## src/rtl/video_pkg.sv

```systemverilog
// Shared types and default raster geometry for the scanout arbiter and the HDMI video block.
package video_pkg;

  localparam int VIDEO_H_ACTIVE = 720;
  localparam int VIDEO_V_ACTIVE = 480;

  typedef logic [23:0] pixel_t;

  typedef enum logic [1:0] {IDLE, SCAN, GPU} arb_state_e;

  typedef enum logic {TAG_SCAN, TAG_GPU} rd_tag_e;

endpackage

```

## src/rtl/pix_fifo.sv

```systemverilog
// Synchronous pixel FIFO with show-ahead head output; DEPTH must be a power of two.
module pix_fifo
  import video_pkg::*;
#(
  parameter int DEPTH = 16
) (
  input  logic                     clk,
  input  logic                     rst,
  input  logic                     push,
  input  pixel_t                   push_data,
  input  logic                     pop,
  output pixel_t                   head,
  output logic                     full,
  output logic                     empty,
  output logic [$clog2(DEPTH):0]   count
);

  localparam int AW = $clog2(DEPTH);
  localparam int CW = AW + 1;

  pixel_t        mem [DEPTH];
  logic [AW-1:0] wr_ptr;
  logic [AW-1:0] rd_ptr;

  always_ff @(posedge clk) begin
    if (rst) begin
      wr_ptr <= '0;
      rd_ptr <= '0;
      count  <= '0;
    end else begin
      if (push) wr_ptr <= wr_ptr + AW'(1);
      if (pop)  rd_ptr <= rd_ptr + AW'(1);
      case ({push, pop})
        2'b10:   count <= count + CW'(1);
        2'b01:   count <= count - CW'(1);
        default: count <= count;
      endcase
    end
  end

  always_ff @(posedge clk) begin
    if (push) mem[wr_ptr] <= push_data;
  end

  assign head  = mem[rd_ptr];
  assign full  = (count == CW'(DEPTH));
  assign empty = (count == '0);

endmodule

```

## src/rtl/scanout_arb.sv

```systemverilog
// VRAM arbiter between raster scanout prefetch and GPU accesses, feeding the video pixel handshake.
// Optional SCANOUT_UNDERRUN_CNT_EN adds a saturating underrun_cnt output.
module scanout_arb
  import video_pkg::*;
#(
  parameter int H_ACTIVE   = VIDEO_H_ACTIVE,
  parameter int V_ACTIVE   = VIDEO_V_ACTIVE,
  parameter int ADDR_W     = 19,
  parameter int FIFO_DEPTH = 16,
  parameter int LOW_WATER  = 4
) (
  input  logic              clk,
  input  logic              rst,
  input  logic [ADDR_W-1:0] frame_base,
  input  logic              gpu_req,
  input  logic              gpu_we,
  input  logic [ADDR_W-1:0] gpu_addr,
  input  logic [23:0]       gpu_wdata,
  output logic              gpu_gnt,
  output logic              gpu_rvalid,
  output logic [23:0]       gpu_rdata,
  output logic              mem_req,
  output logic              mem_we,
  output logic [ADDR_W-1:0] mem_addr,
  output logic [23:0]       mem_wdata,
  input  logic [23:0]       mem_rdata,
  output logic [23:0]       vid_data,
  output logic              vid_en,
  input  logic              vid_rdy
`ifdef SCANOUT_UNDERRUN_CNT_EN
  ,
  output logic [15:0]       underrun_cnt
`endif
);

  localparam int CW = $clog2(FIFO_DEPTH) + 1;
  localparam int HW = $clog2(H_ACTIVE);
  localparam int VW = $clog2(V_ACTIVE);
  localparam logic [CW:0]   LOW_OCC  = (CW + 1)'(LOW_WATER);
  localparam logic [CW:0]   FULL_OCC = (CW + 1)'(FIFO_DEPTH);
  localparam logic [HW-1:0] H_LAST   = HW'(H_ACTIVE - 1);
  localparam logic [VW-1:0] V_LAST   = VW'(V_ACTIVE - 1);

  arb_state_e        state;
  arb_state_e        state_q;
  rd_tag_e           ret_tag;
  logic              gpu_rd_q;
  logic              ret_valid;
  logic              in_flight;
  logic [CW-1:0]     count;
  logic [CW:0]       occ;
  logic              urgent;
  logic              can_scan;
  logic              fifo_full;
  logic              fifo_empty;
  logic              push;
  logic              pop;
  pixel_t            head;
  logic [HW-1:0]     h;
  logic [VW-1:0]     v;
  logic [ADDR_W-1:0] base;
  logic [ADDR_W-1:0] eff_base;
  logic [ADDR_W-1:0] scan_off;
  logic              base_ok;

  // A scan read issued last cycle is in flight until its data is pushed this cycle.
  assign in_flight = (state_q == SCAN);
  assign occ       = {1'b0, count} + {{CW{1'b0}}, in_flight};
  assign urgent    = (occ < LOW_OCC);
  assign can_scan  = (occ < FULL_OCC);

  always_ff @(posedge clk) begin
    if (rst) begin
      state_q  <= IDLE;
      gpu_rd_q <= 1'b0;
    end else begin
      state_q  <= state;
      gpu_rd_q <= (state == GPU) && !gpu_we;
    end
  end

  always_comb begin
    state = IDLE;
    if (urgent && can_scan) state = SCAN;
    else if (gpu_req)       state = GPU;
    else if (can_scan)      state = SCAN;
  end

  always_comb begin
    gpu_gnt   = 1'b0;
    mem_req   = 1'b0;
    mem_we    = 1'b0;
    mem_addr  = '0;
    mem_wdata = '0;
    unique case (state)
      SCAN: begin
        mem_req  = 1'b1;
        mem_addr = eff_base + scan_off;
      end
      GPU: begin
        gpu_gnt   = 1'b1;
        mem_req   = 1'b1;
        mem_we    = gpu_we;
        mem_addr  = gpu_addr;
        mem_wdata = gpu_wdata;
      end
      default: ;
    endcase
  end

  assign ret_tag    = (state_q == SCAN) ? TAG_SCAN : TAG_GPU;
  assign ret_valid  = in_flight || gpu_rd_q;
  assign push       = ret_valid && (ret_tag == TAG_SCAN) && !fifo_full;
  assign gpu_rvalid = ret_valid && (ret_tag == TAG_GPU);
  assign gpu_rdata  = gpu_rvalid ? mem_rdata : '0;

  // Until the first post-reset cycle has latched the base, scan straight from frame_base.
  assign eff_base = base_ok ? base : frame_base;

  always_ff @(posedge clk) begin
    if (rst) begin
      h        <= '0;
      v        <= '0;
      scan_off <= '0;
      base     <= '0;
      base_ok  <= 1'b0;
    end else begin
      if (!base_ok) begin
        base    <= frame_base;
        base_ok <= 1'b1;
      end
      if (state == SCAN) begin
        if (h == H_LAST) begin
          h <= '0;
          if (v == V_LAST) begin
            v        <= '0;
            scan_off <= '0;
            base     <= frame_base;
          end else begin
            v        <= v + VW'(1);
            scan_off <= scan_off + ADDR_W'(1);
          end
        end else begin
          h        <= h + HW'(1);
          scan_off <= scan_off + ADDR_W'(1);
        end
      end
    end
  end

  pix_fifo #(
    .DEPTH(FIFO_DEPTH)
  ) u_fifo (
    .clk      (clk),
    .rst      (rst),
    .push     (push),
    .push_data(mem_rdata),
    .pop      (pop),
    .head     (head),
    .full     (fifo_full),
    .empty    (fifo_empty),
    .count    (count)
  );

  // Popping only while vid_en is low keeps strobes at most every other cycle.
  assign pop = vid_rdy && !fifo_empty && !vid_en;

  always_ff @(posedge clk) begin
    if (rst) begin
      vid_en   <= 1'b0;
      vid_data <= '0;
    end else begin
      vid_en <= pop;
      if (pop) vid_data <= head;
    end
  end

`ifdef SCANOUT_UNDERRUN_CNT_EN
  always_ff @(posedge clk) begin
    if (rst) begin
      underrun_cnt <= '0;
    end else if (vid_rdy && !vid_en && fifo_empty && !in_flight && (underrun_cnt != 16'hFFFF)) begin
      underrun_cnt <= underrun_cnt + 16'd1;
    end
  end
`endif

endmodule

```

## config.mk

```make
export PLATFORM = sky130hd
export DESIGN_NAME = scanout_arb
export DESIGN_NICKNAME = d
export VERILOG_FILES = /design/src/rtl/video_pkg.sv /design/src/rtl/pix_fifo.sv /design/src/rtl/scanout_arb.sv
export SDC_FILE = /design/constraint.sdc
export NUM_CORES = 1
export LEC_CHECK = 0
export CAP_MARGIN = 40
export CORE_UTILIZATION = 40
export CTS_CLUSTER_DIAMETER = 100
export CTS_CLUSTER_SIZE = 12
export DETAILED_ROUTE_END_ITERATION = 16
export HOLD_SLACK_MARGIN = 0.03
export RECOVER_POWER = 100
export SLEW_MARGIN = 20
export SYNTH_ARGS = -nofsm -noshare
export SYNTH_HDL_FRONTEND = slang
export SYNTH_SLANG_ARGS = --single-unit
```

## constraint.sdc

```tcl
create_clock -name clk -period 9.1 [get_ports clk]
set_clock_uncertainty 0.2 [all_clocks]
set_input_delay 0.91 -clock clk [delete_from_list [all_inputs] [get_ports clk]]
set_output_delay 0.91 -clock clk [all_outputs]
set_load 0.01 [all_outputs]
```

* After elaboration in Yosys (flattened, before gate mapping)
Memory sizes are Yosys's and may differ from the RTL's. A register that Yosys moved wholly into a read port is not among the register bits.
Index checks and enable logic that the tools add are counted.
** Storage, ports and cells
- Flip-flop bits (word level) :: 75
- Latch bits :: 0
- Bits in writable memories :: 384
- Memory bits (read-only) :: 0
- Input bits :: 91
- Output and inout bits :: 96
- Logic and storage cells :: 69
- Memories kept :: 1
** Cells by class
- Add/subtract/negate cells :: 9
- Multiply operators :: 0
- Div/mod/pow operators :: 0
- Magnitude comparators :: 2
- Eq/ne operators :: 8
- Shift operators :: 0
- Multiplexer cells :: 22
- Bitwise logic cells :: 0
- Reductions and logical operators :: 16
** Memories
- u_fifo.mem :: words 16, width 24, rd ports 1, clocked after memory_dff 1, wr ports 1, line pix_fifo.sv:21 : pixel_t mem [DEPTH];
** Operator list (number)
- $mux W19 :: 6
- $mux W24 :: 2
- $pmux W19 S2 :: 1
- $add A19 B1 Y19 const B :: 1
- $add A19 B19 Y19 :: 1
- $add A10 B1 Y10 const B :: 1
- $eq A10 B10 Y1 const B :: 1
- $mux W10 :: 1
- $pmux W5 S2 :: 1
- $add A9 B1 Y9 const B :: 1
- $eq A9 B9 Y1 const B :: 1
- $mux W9 :: 1
- $add A4 B1 Y4 const B :: 2
- $mux W1 :: 8
- $logic_and A1 B1 Y1 :: 7
- $add A5 B1 Y6 :: 1
- $eq A2 B1 Y1 const B :: 3
- $lt A6 B3 Y1 const B :: 1
- $lt A6 B5 Y1 const B :: 1
- $add A5 B1 Y5 const B :: 1
- $eq A5 B5 Y1 const B :: 1
- $logic_not A5 Y1 :: 1
- $sub A5 B1 Y5 const B :: 1
- $eq A2 B2 Y1 const B :: 2
- other kinds (6) :: 10

* Logic depth before layout (Yosys ltp)
Gate-level depths: netlist of run 1.
- Depth after elaboration :: 9
- Gate-level depth with buffers :: 16
- Mapped depth without buffers :: 13

* By module
From an unflattened synthesis of run 1, not the netlist that was laid out.
** Unflattened totals
- Cell total of the unflattened synthesis :: 1320
- Area total of the unflattened synthesis :: 20300.7 um^2
** Modules (own cells, without submodules)
- pix_fifo :: instances 1, cells an instance 705, area an instance 15323.4 um^2, sequential area each 11871.4 um^2
- scanout_arb :: instances 1, cells an instance 615, area an instance 4977.3 um^2, sequential area each 1721.7 um^2

* Worst setup path after synthesis of run 1
OpenSTA, ideal clock, no wires.
- Path kind :: input to output
- Start point :: in frame_base[4]
- End point :: out mem_addr[13]
- Data arrival time :: 3025 ps
- Slack :: 4965 ps
- Cell stages on the path :: 8
- Buffers on the path :: 0
- Cells stage by stage :: mux2_2 > ha_1 > a21o_1 > a311oi_2 > o31ai_2 > o31a_1 > or3_1 > a32o_1
** Between the ends
- Cells in the longest elaborated chain, start to end :: 3
** Ends and longest elaborated chain
- start, declared :: line scanout_arb.sv:14 : input logic [ADDR_W-1:0] frame_base,
- $mux W19 :: line scanout_arb.sv:118 : assign eff_base = base_ok ? base : frame_base;
- $add A19 B19 Y19 :: line scanout_arb.sv:98 : mem_addr = eff_base + scan_off;
- $pmux W19 S2 :: line scanout_arb.sv:95 : unique case (state)
- end, declared :: line scanout_arb.sv:24 : output logic [ADDR_W-1:0] mem_addr,
Every way passes these cells.

==> flow_summary.rst, run 1 <==
.. list-table::
   :header-rows: 1

   * - Metric
     - Value
   * - Share of synthesized area occupied by flip-flops and latches
     - 0.673
   * - Final setup viols
     - 0
   * - Number of hold buffers added after cts
     - 0
   * - EDFF count, synth
     - 384
   * - Proportion of power drawn by the clock network
     - 0.298
   * - Critical path launch point
     - u_fifo.rd_ptr[1]
   * - Cell area after technology mapping
     - 20100 um^2
   * - Residual antenna-violating net count after detailed routing
     - 0
   * - Number of buffers inserted by post-CTS setup repair
     - 0
   * - Total of warnings raised by yosys
     - 0
   * - Normalized max-slew margin
     - -1.13
   * - Count of vias placed by the detailed router
     - 11638
   * - Clock Root Buffer
     - sky130_fd_sc_hd__clkbuf_16
   * - Reg-to-reg startpoint
     - u_fifo.rd_ptr[1]
   * - Comb pwr share
     - 0.243
   * - First-pass DRT Iterations
     - 5
   * - Outcome
     - finished, violations left
   * - Die Ht
     - 226 um
   * - Worst path arrival time
     - 6.33 ns
   * - Number of clock buffers inserted by TritonCTS
     - 46
   * - Number of placed instances, taps included
     - ~2100
   * - Clock transition at path regs
     - 0.06 ns
   * - Horizontal extent of the die
     - 226 um
   * - Post-DR wirelength/cell
     - 22.1 um
   * - Leakage Power
     - ~8 nW
   * - Number of port buffers
     - 186
   * - Area Overhead vs Synth
     - 19.5%
   * - Fraction of power spent switching nets
     - 0.284
   * - Origin of the worst min-delay path
     - vid_data[3]
   * - Remaining global-route overflow
     - 0
   * - Clock latency on the worst-skew pair
     - 0.58 ns
   * - Vias in the first global route
     - 11800
   * - Most frequent standard cell in the layout excluding fill and tap cells
     - sky130_fd_sc_hd__edfxtp_1
   * - Core box area
     - about 50000 um^2
   * - First-pass GRT wire length
     - roughly 70 mm
   * - Count of final hold-check violations
     - 0
   * - Critical Path Fanout Max
     - 51
   * - Final Routed Wirelength
     - 47.8 mm
   * - Slew at the pin closest to its max-slew limit
     - ~3.2 ns
   * - TritonCTS clock tree
     - built
   * - Pin count of the biggest net entering global routing
     - 52
   * - Async S/R FF share, synth
     - 0
   * - Max_cap viols
     - 16
   * - Required time reported for the critical path endpoint
     - around 9 ns
   * - Crit share post-route
     - 0.680
   * - Total number of clock tree sinks
     - ~480
   * - Number of nets in the layout
     - 1586
   * - Setup repair after global routing missed its margin
     - false
   * - Floorplan die area
     - 51100 um^2
   * - I/O pin total
     - 187
   * - Yosys reg bits
     - between 400 and 500
   * - Syn Area/Cell
     - between 15 and 20 um^2
   * - Max IR drop VDD
     - 0.153 mV
   * - Post-synthesis instance total
     - 1260
   * - Setup CP Type
     - flop to flop
   * - Fillers
     - 4283
   * - Minimum clock period after layout
     - 6.19 ns
   * - Max Fclk
     - 162 MHz
   * - Placer's final routability congestion estimate
     - 0.836
   * - Switching Power
     - 1.66 mW
   * - Total routing usage reported by global routing
     - 0.190
   * - Via-per-instance ratio
     - roughly 5.4
   * - Synthesized net count
     - 1383
   * - H-tree depth
     - 2
   * - Setup TNS
     - 0 ns
   * - Std cell rows
     - 81
   * - Most used DFF post-synth
     - sky130_fd_sc_hd__edfxtp_1
   * - Count of unique library cells instantiated by Yosys
     - 54
   * - Failing checks
     - max-capacitance violations, max-slew violations
   * - Sequential power share
     - 0.459
   * - Final max-slew violation count
     - 461
   * - Type of the tightest min-delay check
     - flop to flop
   * - Element type at the critical path start
     - flop
   * - Power density of the placed cells
     - 243 nW/um^2
   * - Total half-perimeter wirelength after legalization and detailed placement
     - ~29 mm
   * - Detailed Route Iter0 Violations
     - 927
   * - Count of unresolved DRC violations after routing
     - 0
   * - Starting density of the core
     - 0.407
   * - Antenna violations before repair
     - 2
   * - Number of gates resized after CTS
     - 0
   * - Ant. Diodes
     - 0
   * - Fraction of layout cells with a size suffix above 1
     - 0.141
   * - Commonest cells after routing, fill and taps aside
     - 384 x sky130_fd_sc_hd__edfxtp_1, 120 x sky130_fd_sc_hd__mux4_2, 100 x sky130_fd_sc_hd__dlygate4sd3_1, 99 x sky130_fd_sc_hd__nand2_1, 97 x sky130_fd_sc_hd__dfxtp_1
   * - Internal portion of total power
     - 4.18 mW
   * - Largest buffer count on any clock path
     - 3
   * - Element type at the critical path end
     - flop
   * - Finished Layout Cells
     - 2162
==> layout make-up <==
type / count / area, um^2 / area share
clock buffers: 79 / 1270 / 0.0532
clock inverters: 4 / 45.0 / 0.00188
inverters: 13 / 48.8 / 0.00203
multi-input cells: 695 / 6210 / 0.259
flip-flops and latches: 483 / 13500 / 0.564
well taps: 664 / 831 / 0.0346
repair buffers: 224 / 2060 / 0.0857
==> routing by layer <==
layer | up-vias | GRT usage | wire (um)
met2 | 355 | 0.330 | 24100
met3 | 57 | 0.0324 | 2990
met1 | 5958 | 0.246 | 19900
li1 | 5268 | - | -
met4 | 0 | 0.0507 | 776
met5 | - | 0 | 0
==> cell usage after synthesis (all sizes together) (2+ instances only) <==
cell / number / area (um^2)
a211oi: 3 / 22.5
a21o: 7 / 52.6
a21oi: 67 / 335
a311oi: 2 / 23.8
a31oi: 8 / 50.1
and2: 30 / 188
and3: 38 / 238
and4: 2 / 17.5
buf: 32 / 178
clkbuf: 37 / 139
dfxtp: 99 / 1980
edfxtp: 384 / 11500
fa: 2 / 40.0
ha: 30 / 375
inv: 13 / 48.8
mux2: 17 / 191
mux2i: 3 / 30.0
mux4: 120 / 2700
nand2: 99 / 372
nand2b: 4 / 25.0
nand3: 16 / 80.1
nand4: 12 / 75.1
nor2: 95 / 373
nor2b: 3 / 18.8
nor3: 27 / 135
o21ai: 30 / 150
o31a: 2 / 17.5
o31ai: 2 / 20.0
or3: 4 / 25.0
xnor2: 20 / 175
xor2: 35 / 307
==> worst max-delay path, stage by stage (launching register included) <==
cell                       delay [ns]
sky130_fd_sc_hd__dfxtp_1         2.12
sky130_fd_sc_hd__clkbuf_1        2.38
sky130_fd_sc_hd__mux4_2          0.50
sky130_fd_sc_hd__mux4_2          0.47
sky130_fd_sc_hd__nand2_1         0.17
sky130_fd_sc_hd__a21oi_1         0.08
==> power by group through the flow <==
stage | registers (mW) | clock network, mW | logic, mW
after floorplan | 2.69 | 0 | 0.880
after global placement | 2.72 | 0 | 1.46
after detailed placement | 2.73 | 0 | 1.51
after CTS | 2.68 | 1.79 | 1.52
after global routing | 2.70 | 1.87 | 1.55
final | 2.68 | 1.74 | 1.42
==> through the flow <==
step / utilization / setup WS, ns / cell area, um^2 / hold slack [ns] / power [mW]
after floorplan: - / 4.97 / 20100 / 0.241 / 3.57
after global placement: 0.461 / 3.60 / 22700 / 0.245 / 4.18
after detailed placement: 0.465 / 3.51 / 22900 / 0.249 / 4.24
after CTS: 0.491 / 3.50 / 24200 / 0.259 / 5.99
after global routing: 0.487 / 2.55 / 24000 / 0.276 / 6.12
final: 0.487 / 2.91 / 24000 / 0.252 / 5.84
==> cells by family (layout without fill, tap and decap cells) <==
logic type,count (synthesis),after routing,share of synthesized area
flops,483,483,0.673
simple gates,335,335,0.0793
mux,140,140,0.146
compound gates,133,133,0.0387
buf+inv,82,320,0.0182
xor+xnor,55,55,0.0240
fa+ha+maj,32,32,0.0207
==> worst paths after layout <==
path	endpoint	slack, ns	cells after the start
max	vid_data[8]	2.91	5
min	vid_data[3]	0.25	2
max reg2reg	vid_data[8]	2.91	5
min reg2reg	vid_data[3]	0.25	2
==> registers in the layout (all words and copies together) (netlist names) <==
signal,flops
h,10
v,9
u_fifo.count,5
gpu_rd_q,1
base,19
vid_en,1
base_ok,1
state_q,2
vid_data,24
u_fifo.rd_ptr,4
u_fifo.mem,384
u_fifo.wr_ptr,4
scan_off,19
No activity file was read; power rests on OpenSTA's default activity.
==> inputs of run 2 (changes only) <==
==> constraint.sdc (replaced) <==
create_clock -name clk -period 5.9 [get_ports clk]
set_clock_uncertainty 0.2 [all_clocks]
set_input_delay 0.59 -clock clk [delete_from_list [all_inputs] [get_ports clk]]
set_output_delay 0.59 -clock clk [all_outputs]
set_load 0.01 [all_outputs]
==> flow_summary.rst, run 2 (synthesized netlist as in run 1, its figures left out) <==
.. list-table::
   :header-rows: 1

   * - Metric
     - Value
   * - Residual antenna-violating net count after detailed routing
     - 0 (unchanged)
   * - Number of hold buffers added after cts
     - 0 (unchanged)
   * - Reg-to-reg startpoint
     - state_q[1] (was u_fifo.rd_ptr[1])
   * - Number of cells on the worst reg-to-reg path
     - 7 (was 5)
   * - First-pass DRT Iterations
     - 5 (unchanged)
   * - Ant. Diodes
     - 0 (unchanged)
   * - Most frequent standard cell in the layout excluding fill and tap cells
     - sky130_fd_sc_hd__edfxtp_1 (unchanged)
   * - Core box area
     - 49300 um^2 (unchanged)
   * - Max_cap viols
     - 17 (was 16)
   * - Clock transition at path regs
     - 0.06 ns (about the same)
   * - Number of clock buffers inserted by TritonCTS
     - 46 (unchanged)
   * - Minimum clock period after layout
     - 5.30 ns
   * - Count of vias placed by the detailed router
     - 11577 (was 11638)
   * - Setup TNS
     - 0 ns (unchanged)
   * - Final Routed Wirelength
     - 48.0 mm (was 47.8 mm)
   * - H-tree depth
     - 2 (unchanged)
   * - Remaining global-route overflow
     - 0 (unchanged)
   * - Proportion of power drawn by the clock network
     - 0.300 (was 0.298)
   * - Sequential power share
     - 0.457 (was 0.459)
   * - Vias in the first global route
     - 11927 (was 11800)
   * - Horizontal extent of the die
     - 226 um (unchanged)
   * - Count of final hold-check violations
     - 0 (unchanged)
   * - Commonest cells after routing, fill and taps aside
     - 384 x sky130_fd_sc_hd__edfxtp_1, 120 x sky130_fd_sc_hd__mux4_2, 99 x sky130_fd_sc_hd__nand2_1, 98 x sky130_fd_sc_hd__dlygate4sd3_1, 96 x sky130_fd_sc_hd__dfxtp_1 (was 384 x sky130_fd_sc_hd__edfxtp_1, 120 x sky130_fd_sc_hd__mux4_2, 100 x sky130_fd_sc_hd__dlygate4sd3_1, 99 x sky130_fd_sc_hd__nand2_1, 97 x sky130_fd_sc_hd__dfxtp_1)
   * - Type of the tightest min-delay check
     - primary input to flop (was flop to flop)
   * - Die Ht
     - 226 um (unchanged)
   * - Normalized max-slew margin
     - -0.435 (was -1.13)
   * - Critical Path Fanout Max
     - 21 (was 51)
   * - Element type at the critical path start
     - flop (unchanged)
   * - Number of buffers inserted by post-CTS setup repair
     - 0 (unchanged)
   * - Most common cell on crit path
     - sky130_fd_sc_hd__a31oi_1 (was sky130_fd_sc_hd__mux4_2)
   * - Starting density of the core
     - 0.407 (unchanged)
   * - Placer's final routability congestion estimate
     - 0.814 (was 0.836)
   * - Area of placed instances
     - 22900 um^2 (about the same)
   * - Largest buffer count on any clock path
     - 3 (unchanged)
   * - Dpl ws
     - 1.02 ns (was 3.51 ns)
   * - Area Overhead vs Synth
     - 19.7% (was 19.5%)
   * - Pin count of the biggest net entering global routing
     - 42 (was 52)
   * - Via-per-instance ratio
     - 5.36 (was 5.38)
   * - CP Buf/Inv Count
     - 3 (was 1)
   * - Worst path arrival time
     - 4.51 ns (was 6.33 ns)
   * - Final max-slew violation count
     - 377 (was 461)
   * - Comb pwr share
     - 0.244 (was 0.243)
   * - First-pass GRT wire length
     - 72.8 mm (was 71.8 mm)
   * - Crit share post-route
     - 0.898
   * - R2R setup slack
     - 0.91 ns (was 2.91 ns)
   * - Detailed Route Iter0 Violations
     - 803 (was 927)
   * - Hold path endpoint
     - base_ok (was vid_data[3])
   * - Final setup viols
     - 0 (unchanged)
   * - Origin of the worst min-delay path
     - rst (was vid_data[3])
   * - Number of flip-flops under the largest register name
     - 384 (unchanged)
   * - Global routing met1 resource utilization
     - 0.248 (was 0.246)
   * - Number of instances on the worst hold path
     - 2 (unchanged)
   * - Failing checks
     - max-capacitance violations, max-slew violations (unchanged)
   * - Number of placed instances, taps included
     - 2078 (was 2076)
   * - Critical-path cell list
     - clkbuf_2 > mux2_1 > ha_1 > inv_1 > fa_1 > nor2b_1 > o2111ai_1 > a32oi_1 > a31oi_1 > o21ai_1 > a31oi_1 > o21ai_0 > clkdlybuf4s50_1 (was clkbuf_1 > mux4_2 > mux4_2 > nand2_1 > a21oi_1)
   * - Leakage Power
     - 8.02 nW (was 8.01 nW)
   * - Internal portion of total power
     - 6.45 mW (was 4.18 mW)
   * - Kind of cell adding the most delay to the critical path
     - compound AO/OA/AOI/OAI gates (was buffers and inverters)
   * - I/O pin total
     - 187 (unchanged)
   * - Power consumption
     - 9.00 mW (was 5.84 mW)
   * - Std cell rows
     - 81 (unchanged)
   * - Clock latency on the worst-skew pair
     - 0.57 ns (was 0.58 ns)
   * - Finished Layout Cells
     - 2161 (was 2162)
   * - Total number of clock tree sinks
     - 483 (unchanged)
   * - Count of unresolved DRC violations after routing
     - 0 (unchanged)
   * - Regs by FF count
     - u_fifo.mem x384, vid_data x24 (unchanged)
   * - Worst Slack Setup Final
     - 0.600 ns (was 2.91 ns)
   * - Capturing point of the worst reg2reg path
     - u_fifo.mem[11][10] (was vid_data[8])
   * - Element type at the critical path end
     - output port (was flop)
   * - Post-DR wirelength/cell
     - 22.2 um (was 22.1 um)
   * - Gr busiest metal
     - met2 (unchanged)
   * - Fraction of layout cells with a size suffix above 1
     - 0.142 (was 0.141)
   * - Antenna violations before repair
     - 1 (was 2)
   * - Switching Power
     - 2.55 mW (was 1.66 mW)
   * - Setup repair after global routing missed its margin
     - false (unchanged)
   * - Number of port buffers
     - 186 (unchanged)
   * - TritonCTS clock tree
     - built (unchanged)
   * - Number of gates resized after CTS
     - 0 (unchanged)
   * - Total half-perimeter wirelength after legalization and detailed placement
     - 28.9 mm (about the same)
   * - Number of nets in the layout
     - 1588 (was 1586)
   * - Max Fclk
     - 189 MHz
   * - Fraction of power spent switching nets
     - 0.283 (was 0.284)
   * - Outcome
     - finished, violations left (unchanged)
   * - Biggest cell delay along the critical path
     - 0.61 ns (was 2.38 ns)
   * - Floorplan die area
     - 51100 um^2 (unchanged)
   * - Met2 Usage GRT
     - 0.332 (was 0.330)
   * - Required time reported for the critical path endpoint
     - 5.11 ns (was 9.24 ns)
   * - Worst path slowest cell
     - sky130_fd_sc_hd__clkdlybuf4s50_1 (was sky130_fd_sc_hd__clkbuf_1)
   * - Setup CP Type
     - flop to output port (was flop to flop)
   * - Design area
     - 24000 um^2 (about the same)
   * - Max IR drop VDD
     - 0.212 mV (was 0.153 mV)
   * - Most flop-heavy register
     - u_fifo.mem (unchanged)
   * - Total routing usage reported by global routing
     - 0.192 (was 0.190)
   * - Met3 Track Usage GR
     - 0.0386 (was 0.0324)
   * - Slew at the pin closest to its max-slew limit
     - 2.15 ns (was 3.19 ns)
   * - Clock Root Buffer
     - sky130_fd_sc_hd__clkbuf_16 (unchanged)
   * - Power density of the placed cells
     - 375 nW/um^2 (was 243 nW/um^2)
-- run 2: cell count changes in the layout (fill, tap and decap cells not counted), moves of 2 or more --
cell,previous run,this run
sky130_fd_sc_hd__clkbuf_1,62,60
sky130_fd_sc_hd__dlygate4sd3_1,100,98
sky130_fd_sc_hd__clkdlybuf4s50_1,85,87
sky130_fd_sc_hd__buf_4,9,7
sky130_fd_sc_hd__buf_12,0,3
-- run 2: metrics by stage --
stage	util	hold slack, ns
after floorplan	-	0.241
after global placement	0.462	0.243
after detailed placement	0.465	0.248
after CTS	0.491	0.104
after global routing	0.488	0.166
final	0.488	0.181
-- run 2: power by group through the flow --
stage                     registers (mW)  logic [mW]  clock network, mW
final                               4.11        2.19               2.70
after global routing                4.14        2.40               2.88
after CTS                           4.14        2.30               2.76
after detailed placement            4.21        2.29                  0
after global placement              4.21        2.24                  0
after floorplan                     4.15        1.36                  0
-- run 2: layout make-up --
class | instances | area, um^2
clock buffer | 78 | 1290
clock inverter | 2 | 17.5
fill | 4283 | 25200
inverter | 13 | 48.8
multi-input combinational | 695 | 6190
sequential | 483 | 13500
tap | 664 | 831
timing repair buffer | 226 | 2110
-- run 2: worst max-delay path by stage --
stage	depth (start not counted)	slack, ns	endpoint	start
finish	13	0.60	mem_addr[18]	base_ok
floorplan	9	2.19	mem_addr[13]	base_ok
global route	13	0.31	mem_addr[18]	base_ok
CTS	13	0.81	mem_addr[18]	base_ok
detailed placement	13	1.02	mem_addr[18]	frame_base[0]
global placement	13	1.03	mem_addr[18]	frame_base[0]
-- run 2: worst reg2reg max path, delay by kind of cell (launching register included) --
family | cells | cell delay [ns]
buffers and inverters | 3 | 1.88
AO/OA/AOI/OAI | 1 | 0.41
AND/OR/NAND/NOR | 3 | 1.80
flip-flops | 1 | 0.31
-- run 2: routing by layer --
metal | vias up | share of wire
met1 | 5873 | 0.42
met5 | - | 0
met3 | 77 | 0.063
met4 | 0 | 0.021
met2 | 357 | 0.50
li1 | 5270 | -
